==> src/rtl/icblbc_search_ctrl.sv <==
// Depth-first branch-and-bound search for the largest set of n-bit codes with
// pairwise Hamming distance >= min_dist, driving an external candidate-populate engine.
module icblbc_search_ctrl #(
    parameter int LVL_SHIFT  = 4,
    parameter int MAX_LEVELS = 16
) (
    input  logic       clock,
    input  logic       reset_n,
    input  logic       start,
    input  logic [3:0] n,
    input  logic [3:0] min_dist,
    output logic       busy,
    output logic       done,
    output logic       err,
    output logic [4:0] best_size,
    input  logic [3:0] best_rd_idx,
    output logic [7:0] best_code,
    output logic [15:0] nodes,
    output logic [7:0] mem_addr,
    output logic [7:0] mem_wdata,
    output logic       mem_wren,
    input  logic [7:0] mem_rdata,
    output logic [7:0] pop_code,
    output logic [7:0] pop_base_cand,
    output logic [7:0] pop_cand_len,
    output logic [7:0] pop_base_next,
    output logic [3:0] pop_min_dist,
    output logic       pop_start,
    input  logic       pop_complete,
    input  logic [7:0] pop_next_len
);

    typedef enum logic [2:0] {
        S_IDLE, S_INIT, S_SELECT, S_RD1, S_RD2, S_WAIT_POP, S_UPDATE, S_FINISH
    } state_e;

    localparam logic [3:0] LVL_N    = 4'(LVL_SHIFT);
    localparam logic [3:0] LAST_LVL = 4'(MAX_LEVELS - 1);

    state_e     state_q, state_d;
    logic [3:0] n_q, n_d, md_q, md_d, depth_q, depth_d;
    logic [7:0] init_cnt_q, init_cnt_d, next_len_q, next_len_d;
    logic       busy_q, busy_d, done_q, done_d, err_q, err_d;
    logic [4:0] best_size_q, best_size_d;
    logic [15:0] nodes_q, nodes_d;
    logic [7:0] mem_addr_q, mem_addr_d, mem_wdata_q, mem_wdata_d;
    logic       mem_wren_q, mem_wren_d, pop_start_q, pop_start_d;
    logic [7:0] pop_code_q, pop_code_d, pop_bc_q, pop_bc_d;
    logic [7:0] pop_cl_q, pop_cl_d, pop_bn_q, pop_bn_d;
    logic [7:0] idx_q [MAX_LEVELS], idx_d [MAX_LEVELS];
    logic [7:0] len_q [MAX_LEVELS], len_d [MAX_LEVELS];
    logic [7:0] chosen_q [MAX_LEVELS], chosen_d [MAX_LEVELS];
    logic [7:0] best_set_q [MAX_LEVELS], best_set_d [MAX_LEVELS];

    logic [7:0] cur_idx, cur_len, init_len;
    logic [8:0] remain, bound;

    function automatic logic [7:0] base_of(input logic [4:0] lvl);
        return {3'b000, lvl} << LVL_SHIFT;
    endfunction

    always_comb begin
        // NOTE: every _d takes its _q value first, so no path through the case leaves a latch.
        state_d     = state_q;
        n_d         = n_q;
        md_d        = md_q;
        depth_d     = depth_q;
        init_cnt_d  = init_cnt_q;
        next_len_d  = next_len_q;
        busy_d      = busy_q;
        done_d      = 1'b0;
        err_d       = err_q;
        best_size_d = best_size_q;
        nodes_d     = nodes_q;
        mem_addr_d  = mem_addr_q;
        mem_wdata_d = mem_wdata_q;
        mem_wren_d  = 1'b0;
        pop_start_d = 1'b0;
        pop_code_d  = pop_code_q;
        pop_bc_d    = pop_bc_q;
        pop_cl_d    = pop_cl_q;
        pop_bn_d    = pop_bn_q;
        idx_d       = idx_q;
        len_d       = len_q;
        chosen_d    = chosen_q;
        best_set_d  = best_set_q;

        cur_idx  = idx_q[depth_q];
        cur_len  = len_q[depth_q];
        init_len = 8'd1 << n_q;
        // Bound on the final set size reachable from this level; meaningless once exhausted.
        remain   = {1'b0, cur_len} - {1'b0, cur_idx};
        bound    = {5'd0, depth_q} + remain;

        case (state_q)
            S_IDLE: begin
                if (start && !done_q) begin
                    n_d         = n;
                    md_d        = min_dist;
                    best_size_d = 5'd0;
                    nodes_d     = 16'd0;
                    err_d       = 1'b0;
                    busy_d      = 1'b1;
                    init_cnt_d  = 8'd0;
                    state_d     = (n > LVL_N) ? S_FINISH : S_INIT;
                end
            end
            S_INIT: begin
                mem_addr_d  = init_cnt_q;
                mem_wdata_d = init_cnt_q;
                mem_wren_d  = 1'b1;
                init_cnt_d  = init_cnt_q + 8'd1;
                if (init_cnt_q == init_len - 8'd1) begin
                    len_d[0] = init_len;
                    idx_d[0] = 8'd0;
                    depth_d  = 4'd0;
                    state_d  = S_SELECT;
                end
            end
            S_SELECT: begin
                if (cur_idx >= cur_len || bound <= {4'd0, best_size_q}) begin
                    if (depth_q == 4'd0) begin
                        state_d = S_FINISH;
                    end else begin
                        depth_d = depth_q - 4'd1;
                        idx_d[depth_q - 4'd1] = idx_q[depth_q - 4'd1] + 8'd1;
                    end
                end else begin
                    mem_addr_d = base_of({1'b0, depth_q}) + cur_idx;
                    state_d    = S_RD1;
                end
            end
            S_RD1: state_d = S_RD2;
            S_RD2: begin
                chosen_d[depth_q] = mem_rdata;
                if (depth_q == LAST_LVL) begin
                    next_len_d = 8'd0;
                    state_d    = S_UPDATE;
                end else begin
                    pop_code_d  = mem_rdata;
                    pop_bc_d    = base_of({1'b0, depth_q}) + cur_idx + 8'd1;
                    pop_cl_d    = cur_len - cur_idx - 8'd1;
                    pop_bn_d    = base_of({1'b0, depth_q} + 5'd1);
                    pop_start_d = 1'b1;
                    if (nodes_q != 16'hFFFF) nodes_d = nodes_q + 16'd1;
                    state_d = S_WAIT_POP;
                end
            end
            S_WAIT_POP: begin
                if (pop_complete) begin
                    len_d[depth_q + 4'd1] = pop_next_len;
                    next_len_d = pop_next_len;
                    state_d    = S_UPDATE;
                end
            end
            S_UPDATE: begin
                if ({1'b0, depth_q} + 5'd1 > best_size_q) begin
                    best_size_d = {1'b0, depth_q} + 5'd1;
                    for (int i = 0; i < MAX_LEVELS; i++) begin
                        if (i <= int'(depth_q)) best_set_d[i] = chosen_q[i];
                    end
                end
                if (next_len_q == 8'd0) begin
                    idx_d[depth_q] = idx_q[depth_q] + 8'd1;
                end else begin
                    depth_d = depth_q + 4'd1;
                    idx_d[depth_q + 4'd1] = 8'd0;
                end
                state_d = S_SELECT;
            end
            S_FINISH: begin
                busy_d  = 1'b0;
                done_d  = 1'b1;
                err_d   = (n_q > LVL_N);
                state_d = S_IDLE;
            end
            default: state_d = S_IDLE;
        endcase
    end

    // NOTE: sequential state uses non-blocking assignments only, so every register sees pre-edge values.
    always_ff @(posedge clock) begin
        if (!reset_n) begin
            state_q     <= S_IDLE;
            n_q         <= 4'd0;
            md_q        <= 4'd0;
            depth_q     <= 4'd0;
            init_cnt_q  <= 8'd0;
            next_len_q  <= 8'd0;
            busy_q      <= 1'b0;
            done_q      <= 1'b0;
            err_q       <= 1'b0;
            best_size_q <= 5'd0;
            nodes_q     <= 16'd0;
            mem_addr_q  <= 8'd0;
            mem_wdata_q <= 8'd0;
            mem_wren_q  <= 1'b0;
            pop_start_q <= 1'b0;
            pop_code_q  <= 8'd0;
            pop_bc_q    <= 8'd0;
            pop_cl_q    <= 8'd0;
            pop_bn_q    <= 8'd0;
            idx_q       <= '{default: 8'd0};
            len_q       <= '{default: 8'd0};
        end else begin
            state_q     <= state_d;
            n_q         <= n_d;
            md_q        <= md_d;
            depth_q     <= depth_d;
            init_cnt_q  <= init_cnt_d;
            next_len_q  <= next_len_d;
            busy_q      <= busy_d;
            done_q      <= done_d;
            err_q       <= err_d;
            best_size_q <= best_size_d;
            nodes_q     <= nodes_d;
            mem_addr_q  <= mem_addr_d;
            mem_wdata_q <= mem_wdata_d;
            mem_wren_q  <= mem_wren_d;
            pop_start_q <= pop_start_d;
            pop_code_q  <= pop_code_d;
            pop_bc_q    <= pop_bc_d;
            pop_cl_q    <= pop_cl_d;
            pop_bn_q    <= pop_bn_d;
            idx_q       <= idx_d;
            len_q       <= len_d;
        end
    end

    // NOTE: chosen/best_set are storage arrays left unreset; best_code masks entries beyond best_size.
    always_ff @(posedge clock) begin
        chosen_q   <= chosen_d;
        best_set_q <= best_set_d;
    end

    assign busy          = busy_q;
    assign done          = done_q;
    assign err           = err_q;
    assign best_size     = best_size_q;
    assign nodes         = nodes_q;
    assign mem_addr      = mem_addr_q;
    assign mem_wdata     = mem_wdata_q;
    assign mem_wren      = mem_wren_q;
    assign pop_code      = pop_code_q;
    assign pop_base_cand = pop_bc_q;
    assign pop_cand_len  = pop_cl_q;
    assign pop_base_next = pop_bn_q;
    assign pop_min_dist  = md_q;
    assign pop_start     = pop_start_q;
    assign best_code     = ({1'b0, best_rd_idx} < best_size_q) ? best_set_q[best_rd_idx] : 8'd0;

endmodule

==> config.mk <==
export PLATFORM = sky130hd
export DESIGN_NAME = icblbc_search_ctrl
export DESIGN_NICKNAME = d
export VERILOG_FILES = /design/src/rtl/icblbc_search_ctrl.sv
export SDC_FILE = /design/constraint.sdc
export NUM_CORES = 1
export LEC_CHECK = 0
export ABC_CLOCK_PERIOD_IN_PS = 19700
export CAP_MARGIN = 25
export CELL_PAD_IN_SITES_DETAIL_PLACEMENT = 0
export CELL_PAD_IN_SITES_GLOBAL_PLACEMENT = 2
export CORE_ASPECT_RATIO = 1.25
export CORE_MARGIN = 4
export CORE_UTILIZATION = 45
export CTS_CLUSTER_DIAMETER = 60
export DETAILED_ROUTE_END_ITERATION = 10
export PLACE_DENSITY_LB_ADDON = 0.25
export SLEW_MARGIN = 40
export SYNTH_ARGS = -nofsm -noshare
export SYNTH_HDL_FRONTEND = slang
export SYNTH_SLANG_ARGS = --single-unit
==> constraint.sdc <==
create_clock -name clock -period 19.7 [get_ports clock]
set_input_delay 5.91 -clock clock [delete_from_list [all_inputs] [get_ports clock]]
set_output_delay 5.91 -clock clock [all_outputs]
set_load 0.02 [all_outputs]
# After elaboration in Yosys (flattened, before gate mapping)
# Cells that the tools add are included.
# W data, S select, Z words.
dict set report totals {
  register_bits 613
  inputBits 32
  out_inout_bits 86
  wordCells 270
}
dict set report op_classes {
  addsub 14
  magnitude_cmp 28
  n_eq_ne 22
  shifts 1
  n_mux 66
  n_bitwise 7
  n_reduce_logical 49
}
# cell count
set ops {}
lappend ops {{$bwmux W128} 4}
lappend ops {{$mux W128} 4}
lappend ops {{$pmux W120 S2} 1}
lappend ops {{$mux W8} 18}
lappend ops {{$and A128 B128 Y128} 1}
lappend ops {{$bmux W8 S4} 4}
lappend ops {{$not A128 Y128} 1}
lappend ops {{$demux W8 S4} 3}
lappend ops {{$pmux W8 S2} 4}
lappend ops {{$reduce_and A3 Y1} 19}
lappend ops {{$mux W16} 3}
lappend ops {{$add A8 B1 Y8 const B} 4}
lappend ops {{$le A4 B4 Y1 const A} 8}
lappend ops {{$pmux W16 S2} 1}
lappend ops {{$pmux W3 S8} 1}
lappend ops {{$pmux W8 S3} 1}
lappend ops {{$ne A2 B2 Y1 const B} 11}
lappend ops {{$ge A5 B5 Y1 const B} 4}
lappend ops {{$not A4 Y5} 4}
lappend ops {{$mux W3} 6}
lappend ops {{$add A16 B1 Y16 const B} 1}
lappend ops {{$le A3 B4 Y1 const A} 4}
lappend ops {{$mux W4} 4}
lappend ops {{$ne A16 B16 Y1 const B} 1}
lappend ops {{other kinds (41)} 75}

# Depth between registers and ports, before layout
# Gate-level depths: netlist (run 1).
dict set report depth {
  word_depth 10
  mapped_depth 31
  depth_no_buf 23
}

# Worst setup path before layout (run 1)
# OpenSTA, ideal clock, no wires.
dict set report synth_timing {
  path_type {input to output}
  start {input port best_rd_idx[0]}
  end {output port best_code[0]}
  t_arrival_ps 7890
  required_time_ps 13790
  slack_ps 5900
  path_stages 5
  n_path_buf 2
  path_cell_list {clkbuf_1 buf_1 mux4_2 mux4_2 nor2b_1}
}
dict set report synth_between {
  elab_chain_cells 5
  word_cells_on_any_way 6
  classes_between {1 x order compare; 4 x mux; 1 x bitwise}
}
# item line
set synth_lines {}
lappend synth_lines {{start, declared} 16} ;# input logic [3:0] best_rd_idx,
lappend synth_lines {{$not A4 Y5 (not written as such)} 250} ;# assign best_code = ({1'b0, best_rd_idx} < best_size_q) ? best_set_q[best_rd_idx] : 8'd0;
lappend synth_lines {{$bmux W8 S4} 250}
lappend synth_lines {{$mux W8 (not written as such) (2 in series)} 250}
lappend synth_lines {{$mux W8 *} 250}
lappend synth_lines {{end, declared} 17} ;# output logic [7:0] best_code,
# Mark *: on every way between the ends. The rest lies on a longest branch, timed or not. The select of a mux whose other input is x is not followed.

# Worst setup path after layout (run 1)
dict set report layout_timing {
  start {input port best_rd_idx[1]}
  end {output port best_code[0]}
}
# Same word-level chain as after synthesis.

==> flow_summary.yaml, run 1 <==
worst_setup_path:
  cp_slowest_cell: "clkdlybuf4s50_1"
  r2r.worst_path.cells: 23
  worstSetupStartpointType: "input port"
  rrSetupSlack_ns: 11.51
  critPathMaxFanout: 33
  cp.required_ns: 13.79
  crit_chain: "clkdlybuf4s50_1 -> buf_4 -> ha_1 -> a21o_1 -> a21o_1 -> a21oi_1 -> nor2_1 -> nor2b_1 -> clkdlybuf4s50_1"
  path_delay_family: "buffers and inverters"
  max_stage_delay_ns: 0.63
  r2r-start: "depth_q[0]"
  crit_buf_inv: 3
  r2r-end: "idx_q[29]"
  critPathCaptureType: "output port"
  critical_path_class: "input port to output port"
  arrival_ns: 8.61
clock_network:
  cts_tree: "built"
  cts-root-buf: "clkbuf_16"
  cts.clk_slew.worst_paths_ns: 0.06
  postCtsHoldBufs: 0
  clk_path_buf_depth: 3
  clock_latency_ns: 0.64
  cts_max_level: 3
  cts_resized: 0
  clkSinkCount: 613
  cts_setup_buffers: 0
  cts_made_buffers: 68
power_and_ir_drop:
  p_comb_share_pct: 24.2
  internal_power_mw: 2.41
  powerDensity_nw_per_um2: 106
  p_sw_mw: 1.18
  switching_share_pct: 32.9
  clkPwrFrac_pct: 36.5
  power_mw: 3.59
  leakage_nw: 11.1
  p_seq_share_pct: 39.3
  peakVddDrop_uv: 74.0
detailed_routing:
  drc: 0
  avgRoutedWirePerCell_um: 28.3
  vias: 23421
  postRouteWirelength_mm: 104
  viasPerCell: 6.37
  ant_nets: 0
  dr.pass1.iters: 6
  drtIter0Drc: 2600
synth:
  synth-seq-cells: 613
  ys.flop_type: "dfxtp_1"
  synth_edf_count: 256
  synth.area.top_cells: "edfxtp_1 (26%), dfxtp_1 (24%), mux4_2 (9.4%)"
  synth.top_cell.area_share_pct: 25.9
  syn_area_per_cell_um2: 10.9
  yosysWarnings: 0
  synthArstFlopShare_pct: 0
  netlist_instances: 2727
  synth_area_leader_cell: "edfxtp_1"
  ys_types: 95
  ys_seq_area_share_pct: 49.9
  syn_area_um2: 29700
layout:
  diodes: 0
  nets: 2856
  syn_to_final_growth_pct: 14.1
  final_common_cell: "dfxtp_1"
  fin_area_um2: 33900
  layout.cells.non_filler: 3675
  drive_above_1_share_pct: 14.0
  layout_common_cells: "dfxtp_1 (355), nor2_1 (302), nand2_1 (284), edfxtp_1 (256), a21oi_1 (178)"
timing:
  hold_viol: 0
  finalClockSkew_ns: 0.0355
  slew_viol_final: 0
  fmax_ghz: 0.0689
  rsz0062_at_grt: "no"
  maxSlewHeadroom_pct: 40.9
  finalSetupTns_ns: 0
  tightest_slew_ns: 0.884
  setup_viol: 0
  post-route-period-util_pct: 73.7
  period_needed_ns: 14.52
min_path:
  whs_endpoint: "best_set_q[3]"
  hold_path_depth: 0
  min_path_type: "register to register"
  worst_hold_startpoint: "chosen_q[3]"
place:
  place_area_um2: 31600
  place.gp.congestion: 0.930
  dp_hpwl_mm: 71.9
  portBuffers: 113
  placed_cells: 3548
global_routing:
  grt_pass1_vias: 23054
  grt_start_max_net_pins: 153
  antenna_found_initial: 0
  grt_usage_pct: 28.9
  grt_pass1_wl_mm: 153
  grt_overflow: 0
flow_run:
  cap_viol_max_count: 0
die:
  core_um2: 65600
  die_h_um: 295
  core.rowCount: 105
  initial_core_util_pct: 45.4
  io_pins: 118
  die_w_um: 238
  die-area_um2: 70300
status:
  status: "completed"
## Yosys cell counts, types with 10 or more instances
master    number
edfxtp_1     256
buf_6         13
dfxtp_1      357
a21o_1        23
mux2i_1      168
ha_1          52
nor3_1        34
inv_1         50
nor2b_1       20
nor2_1       329
a31oi_1       10
xor2_1        16
a32oi_1       15
o22ai_1      101
a22oi_1       36
or3_1         15
and3_1        13
xnor2_1       17
nand3_1       56
a211oi_1      26
a21oi_1      180
nand2_1      286
a32o_1        26
and2_1        14
mux4_2       124
nand2b_1      21
buf_2         16
o221ai_1      28
buf_1         19
o21ai_0       49
clkbuf_1     140
a22o_1        17
o32a_1        11
## per-stage QoR
step,setup WS [ns],utilization [%],hold slack [ns]
final,5.18,51.8,0.398
after detailed placement,5.21,48.1,0.405
after global routing,5.03,51.8,0.418
after CTS,5.20,51.7,0.407
after floorplan,5.90,-,0.400
after global placement,5.24,48.0,0.401
## logic make-up after synthesis
logic type / after synthesis / synth area share, %
AOI/OAI and AO/OA: 625 / 14.6
xor gates and xnor gates: 45 / 1.67
adders and majority gates: 60 / 2.73
buffers and inverters: 254 / 3.72
DFF: 613 / 49.9
muxes: 294 / 15.1
other: 1 / 0.0126
and+or+nand+nor: 835 / 12.3
## power groups by stage
stage	clock (mW)	sequential, mW	combinational (mW)
after floorplan	0	1.45	0.543
after global placement	0	1.44	0.843
after detailed placement	0	1.44	0.857
after CTS	1.33	1.41	0.862
after global routing	1.38	1.42	0.938
final	1.31	1.41	0.870
## final cells by class
| class | instances | area, um^2 |
|---|---|---|
| inverter | 56 | 223 |
| tap | 856 | 1070 |
| clock buffer | 91 | 1890 |
| timing repair buffer | 162 | 1450 |
| fill | 5723 | 31600 |
| multi-input combinational | 1863 | 14000 |
| sequential | 613 | 14800 |
| clock inverter | 34 | 425 |
## worst max path at each step
stage	cells past startpoint	start	endpoint
6_report	9	best_rd_idx[1]	best_code[0]
5_1_grt	9	best_rd_idx[1]	best_code[0]
4_1_cts	9	best_rd_idx[1]	best_code[0]
3_5_place_dp	9	best_rd_idx[1]	best_code[0]
3_3_place_gp	5	best_rd_idx[0]	best_code[7]
2_1_floorplan	5	best_rd_idx[0]	best_code[0]
## routing by layer
metal  share of wire [%]  vias up  global-route usage [%]
met5                   0        -                       0
met4                 5.6        0                    15.0
met3                 7.0      301                    4.60
met2                  49     1163                    48.9
met1                  38    11690                    35.8
li1                    -    10267                       -
## flip-flops by register name (all words and copies together), names as in the netlist, 5 cells and up
signal	flops
mem_wdata	8
best_size	5
nodes	16
idx_q	128
init_cnt_q	8
best_set_q	128
pop_cand_len	8
pop_code	8
pop_base_cand	8
next_len_q	8
len_q	128
chosen_q	128
mem_addr	8
## worst reg2reg max path, delay by kind of cell, from the launching register on
family / cells / cell delay, ns
AO/OA/AOI/OAI: 10 / 2.76
buffers and inverters: 6 / 2.15
adder cells (fa/ha/maj): 3 / 1.10
AND/OR/NAND/NOR: 3 / 0.61
flip-flops: 1 / 0.81
multiplexers: 1 / 0.65
Power figures use the tool's default switching activity.
==> run 2, diff against run 1 <==
ABC_CLOCK_PERIOD_IN_PS = 14000   (was 19700)
CORE_UTILIZATION = 41   (was 45)
clock period = 14 ns   (was 19.7 ns; I/O delays follow)
==> run 2 against run 1 <==
Via count shrank 1.6%. Die area increased by 9.5%. Count of clock-buffer cells in the layout up 4. Register-to-register slack worse by 5.4 ns. Critical path depth did not move. Sequential share of layout area is 0.097 points lower. Routed wire length up 2.6%. Sequential power up 41%. Critical endpoint is now best_code[1].
==> flow_summary.yaml, run 2 (same netlist as run 1, synthesis figures left out) <==
detailed_routing:
  drc: 0
  drtIter0Drc: 2128
  avgRoutedWirePerCell_um: 28.3
  postRouteWirelength_mm: 107
  vias: 23039
  ant_nets: 0
  viasPerCell: 6.11
  dr.pass1.iters: 6
worst_setup_path:
  worstSetupStartpointType: "input port"
  critical_path_class: "input port to output port"
  cp.required_ns: 9.80
  arrival_ns: 6.83
  critPathMaxFanout: 33
  critPathCaptureType: "output port"
  rrSetupSlack_ns: 6.15
timing:
  hold_viol: 0
  maxSlewHeadroom_pct: 36.3
  tightest_slew_ns: 0.952
  post-route-period-util_pct: 78.8
  slew_viol_final: 0
  finalClockSkew_ns: 0.0329
  fin_ws_ns: 2.97
  period_needed_ns: 11.03
  finalSetupTns_ns: 0
  rsz0062_at_grt: "no"
  fmax_ghz: 0.0907
  setup_viol: 0
layout:
  fin_area_um2: 34000
  final_util_pct: 47.2
  syn_to_final_growth_pct: 14.4
  layout_common_cells: "dfxtp_1 (355), nor2_1 (314), nand2_1 (284), edfxtp_1 (256), a21oi_1 (178)"
  drive_above_1_share_pct: 13.3
  diodes: 0
  nets: 2857
  final_common_cell: "dfxtp_1"
power_and_ir_drop:
  peakVddDrop_uv: 99.2
  leakage_nw: 11.1
  power_mw: 5.01
  powerDensity_nw_per_um2: 147
flow_run:
  cap_viol_max_count: 0
global_routing:
  grt_overflow: 0
  grt_pass1_wl_mm: 155
  grt_pass1_vias: 22877
  grt_usage_pct: 26.8
  antenna_found_initial: 1
  grt_start_max_net_pins: 173
clock_network:
  cts.clk_slew.worst_paths_ns: 0.06
  cts_resized: 0
  cts-root-buf: "clkbuf_16"
  cts_made_buffers: 68
  clk_path_buf_depth: 3
  clkSinkCount: 613
  clock_latency_ns: 0.63
  cts_tree: "built"
  cts_setup_buffers: 0
  cts_max_level: 3
  postCtsHoldBufs: 0
place:
  place_area_um2: 31700
  place.gp.congestion: 0.933
  pre_cts_slack_ns: 2.99
  dp_hpwl_mm: 75.3
  portBuffers: 113
die:
  initial_core_util_pct: 41.3
  core.rowCount: 110
  die_w_um: 249
  io_pins: 118
  die_h_um: 309
  die-area_um2: 76900
  core_um2: 72000
min_path:
  min_path_type: "register to register"
status:
  status: "completed"
==> run 2: final cells by class <==
type / instances / area [um^2]
clock buffers: 95 / 1890
clock inverters: 27 / 354
fillers: 6590 / 38000
inverters: 56 / 218
multi-input cells: 1863 / 14000
flip-flops and latches: 613 / 14800
well taps: 952 / 1190
repair buffers: 163 / 1520
==> run 2: power by group <==
part	internal (mW)	switching [mW]	total, mW
logic	0.405	0.807	1.21
clock network	1.04	0.768	1.81
registers	1.93	0.0628	1.99
total	3.37	1.64	5.01
==> run 2: layer usage <==
metal / wire [um] / global-route usage, %
met1: 39300 / 30.9
met3: 6510 / 4.41
met4: 6610 / 14.6
met5: 0 / 0
met2: 54100 / 47.9
==> run 2: metrics by stage <==
step                hold slack (ns)  cells
global route                  0.421   3769
CTS                           0.397   3768
finish                        0.405   3769
floorplan                     0.400   2730
global placement              0.400   3643
detailed placement            0.405   3646
==> run 2: critical path: stages <==
cell and delay [ns]:
clkdlybuf4s50_1 0.46, buf_4 0.37, ha_1 0.31, a21o_1 0.16, a21o_1 0.17, a21oi_1 0.16, nor2_1 0.16, nor2b_1 0.19
clkdlybuf4s50_1 0.63
==> run 2: final timing paths <==
| kind | startpoint | end | cells past startpoint |
|---|---|---|---|
| setup / recovery | best_rd_idx[1] | best_code[1] | 9 |
| hold / removal | chosen_q[15] | best_set_q[15] | 0 |
| setup reg to reg | depth_q[0] | idx_q[76] | 23 |
| hold reg to reg | chosen_q[15] | best_set_q[15] | 0 |
==> run 3, diff against run 2 <==
ABC_CLOCK_PERIOD_IN_PS = 9000   (was 14000)
CORE_UTILIZATION = 37   (was 41)
clock period = 9 ns   (was 14 ns; I/O delays follow)
==> run 3 against run 2 <==
Die area up 10%. Core utilization is 3.9 points lower. Flip-flop and latch count did not move. Register-to-register slack worse by 4.6 ns. Sequential power is 55% higher. Routed wire length is 0.86% higher. Via count rose by 0.62%. Critical endpoint unchanged.
==> flow_summary.yaml, run 3 (same netlist as run 1, synthesis figures left out) <==
worst_setup_path:
  worstSetupStartpointType: "input port"
  arrival_ns: 5.32
  critPathMaxFanout: 18
  rrSetupSlack_ns: 1.51
  critical_path_class: "input port to output port"
  critPathCaptureType: "output port"
  cp.required_ns: 6.30
layout:
  num-fill-cells: 7425
  nets: 2874
  drive_above_1_share_pct: 14.5
  seqCellArea_um2: 14800
  layout_common_cells: "dfxtp_1 (355), nor2_1 (307), nand2_1 (284), edfxtp_1 (256), a21oi_1 (178)"
  diodes: 0
  syn_to_final_growth_pct: 15.5
  multi_input_area_um2: 14000
  final_common_cell: "dfxtp_1"
clock_network:
  cts_tree: "built"
  cts-root-buf: "clkbuf_16"
  cts_made_buffers: 70
  cts_resized: 0
  cts.clk_slew.worst_paths_ns: 0.07
  clkSinkCount: 613
  clk_path_buf_depth: 3
  clock_latency_ns: 0.64
  cts_max_level: 3
  cts_setup_buffers: 0
  postCtsHoldBufs: 0
die:
  die-area_um2: 85000
  initial_core_util_pct: 37.6
  io_pins: 118
  core.rowCount: 115
  core_um2: 79100
  die_w_um: 262
  die_h_um: 325
flow_run:
  cap_viol_max_count: 0
timing:
  hold_viol: 0
  finalSetupTns_ns: 0
  maxSlewHeadroom_pct: 41.8
  post-route-period-util_pct: 89.1
  rsz0062_at_grt: "no"
  fmax_ghz: 0.125
  period_needed_ns: 8.02
  slew_viol_final: 0
  finalClockSkew_ns: 0.0373
  hold_ws_ns: 0.415
  setup_viol: 0
  tightest_slew_ns: 0.870
power_and_ir_drop:
  leakage_nw: 11.2
  powerDensity_nw_per_um2: 231
  peakVddDrop_uv: 134
global_routing:
  grt_start_max_net_pins: 94
  grt_overflow: 0
  grt_pass1_vias: 23333
  grt_pass1_wl_mm: 158
  antenna_found_initial: 2
  grt_usage_pct: 24.8
min_path:
  min_path_type: "register to register"
detailed_routing:
  vias: 23182
  avgRoutedWirePerCell_um: 27.7
  dr.pass1.iters: 5
  postRouteWirelength_mm: 107
  viasPerCell: 5.97
  ant_nets: 0
  drtIter0Drc: 2247
  drc: 0
status:
  status: "completed"
place:
  place.gp.congestion: 0.920
  dp_hpwl_mm: 76.0
  portBuffers: 113
run 3: cell count changes in the layout (fill, tap and decap cells not counted), moves of 3 or more:
cell,change
clkinv_2,+3
nor2_2,+7
clkinv_4,+3
clkdlybuf4s50_1,-3
clkbuf_1,-12
nor2_1,-7
buf_2,+5
buf_4,+12
buf_8,+4
run 3: critical path, stage by stage:
cell and delay (ns):
buf_2 0.41, buf_4 0.43, mux4_2 0.57, mux4_2 0.49, nor2b_1 0.15, clkdlybuf4s50_1 0.55
run 3: cell type report:
class	count	area share, %
Clock buffer	85	5.53
Clock inverter	38	1.37
Inverter	56	0.634
Multi-Input combinational cell	1863	40.8
Sequential cell	613	43.2
Tap cell	1053	3.84
Timing Repair Buffer	178	4.63
run 3: final timing paths:
path	end	depth (start not counted)	from
hold / removal	best_set_q[37]	0	chosen_q[37]
setup reg to reg	idx_q[6]	21	depth_q[0]
hold reg to reg	best_set_q[37]	0	chosen_q[37]
setup / recovery	best_code[1]	6	best_rd_idx[0]
run 3: stage by stage:
step | utilization [%] | total power, mW | std cells | cell area, um^2 | setup WS (ns)
finish | 43.4 | 7.92 | 3886 | 34300 | 0.978
detailed placement | 40.4 | 5.04 | 3761 | 32000 | 0.937
global placement | 40.2 | 5.01 | 3756 | 31800 | 1.01
CTS | 43.4 | 7.97 | 3884 | 34300 | 0.941
global route | 43.4 | 8.26 | 3886 | 34300 | 0.819
floorplan | - | 4.36 | 2730 | 29700 | 1.62
run 3: metal layers:
metal / share of wire, % / up-vias / GRT usage (%) / wire length, um
met3: 6.3 / 287 / 3.99 / 6780
met4: 6.1 / 4 / 13.1 / 6530
met1: 39 / 11565 / 30.4 / 41500
met5: 0.026 / - / 0 / 28
li1: - / 10311 / - / -
met2: 49 / 1015 / 41.9 / 52700
run 3: where the power goes:
part	switching, mW	internal [mW]
Combinational	1.28	0.638
Clock	1.25	1.66
Sequential	0.0923	3.00
Total	2.62	5.29
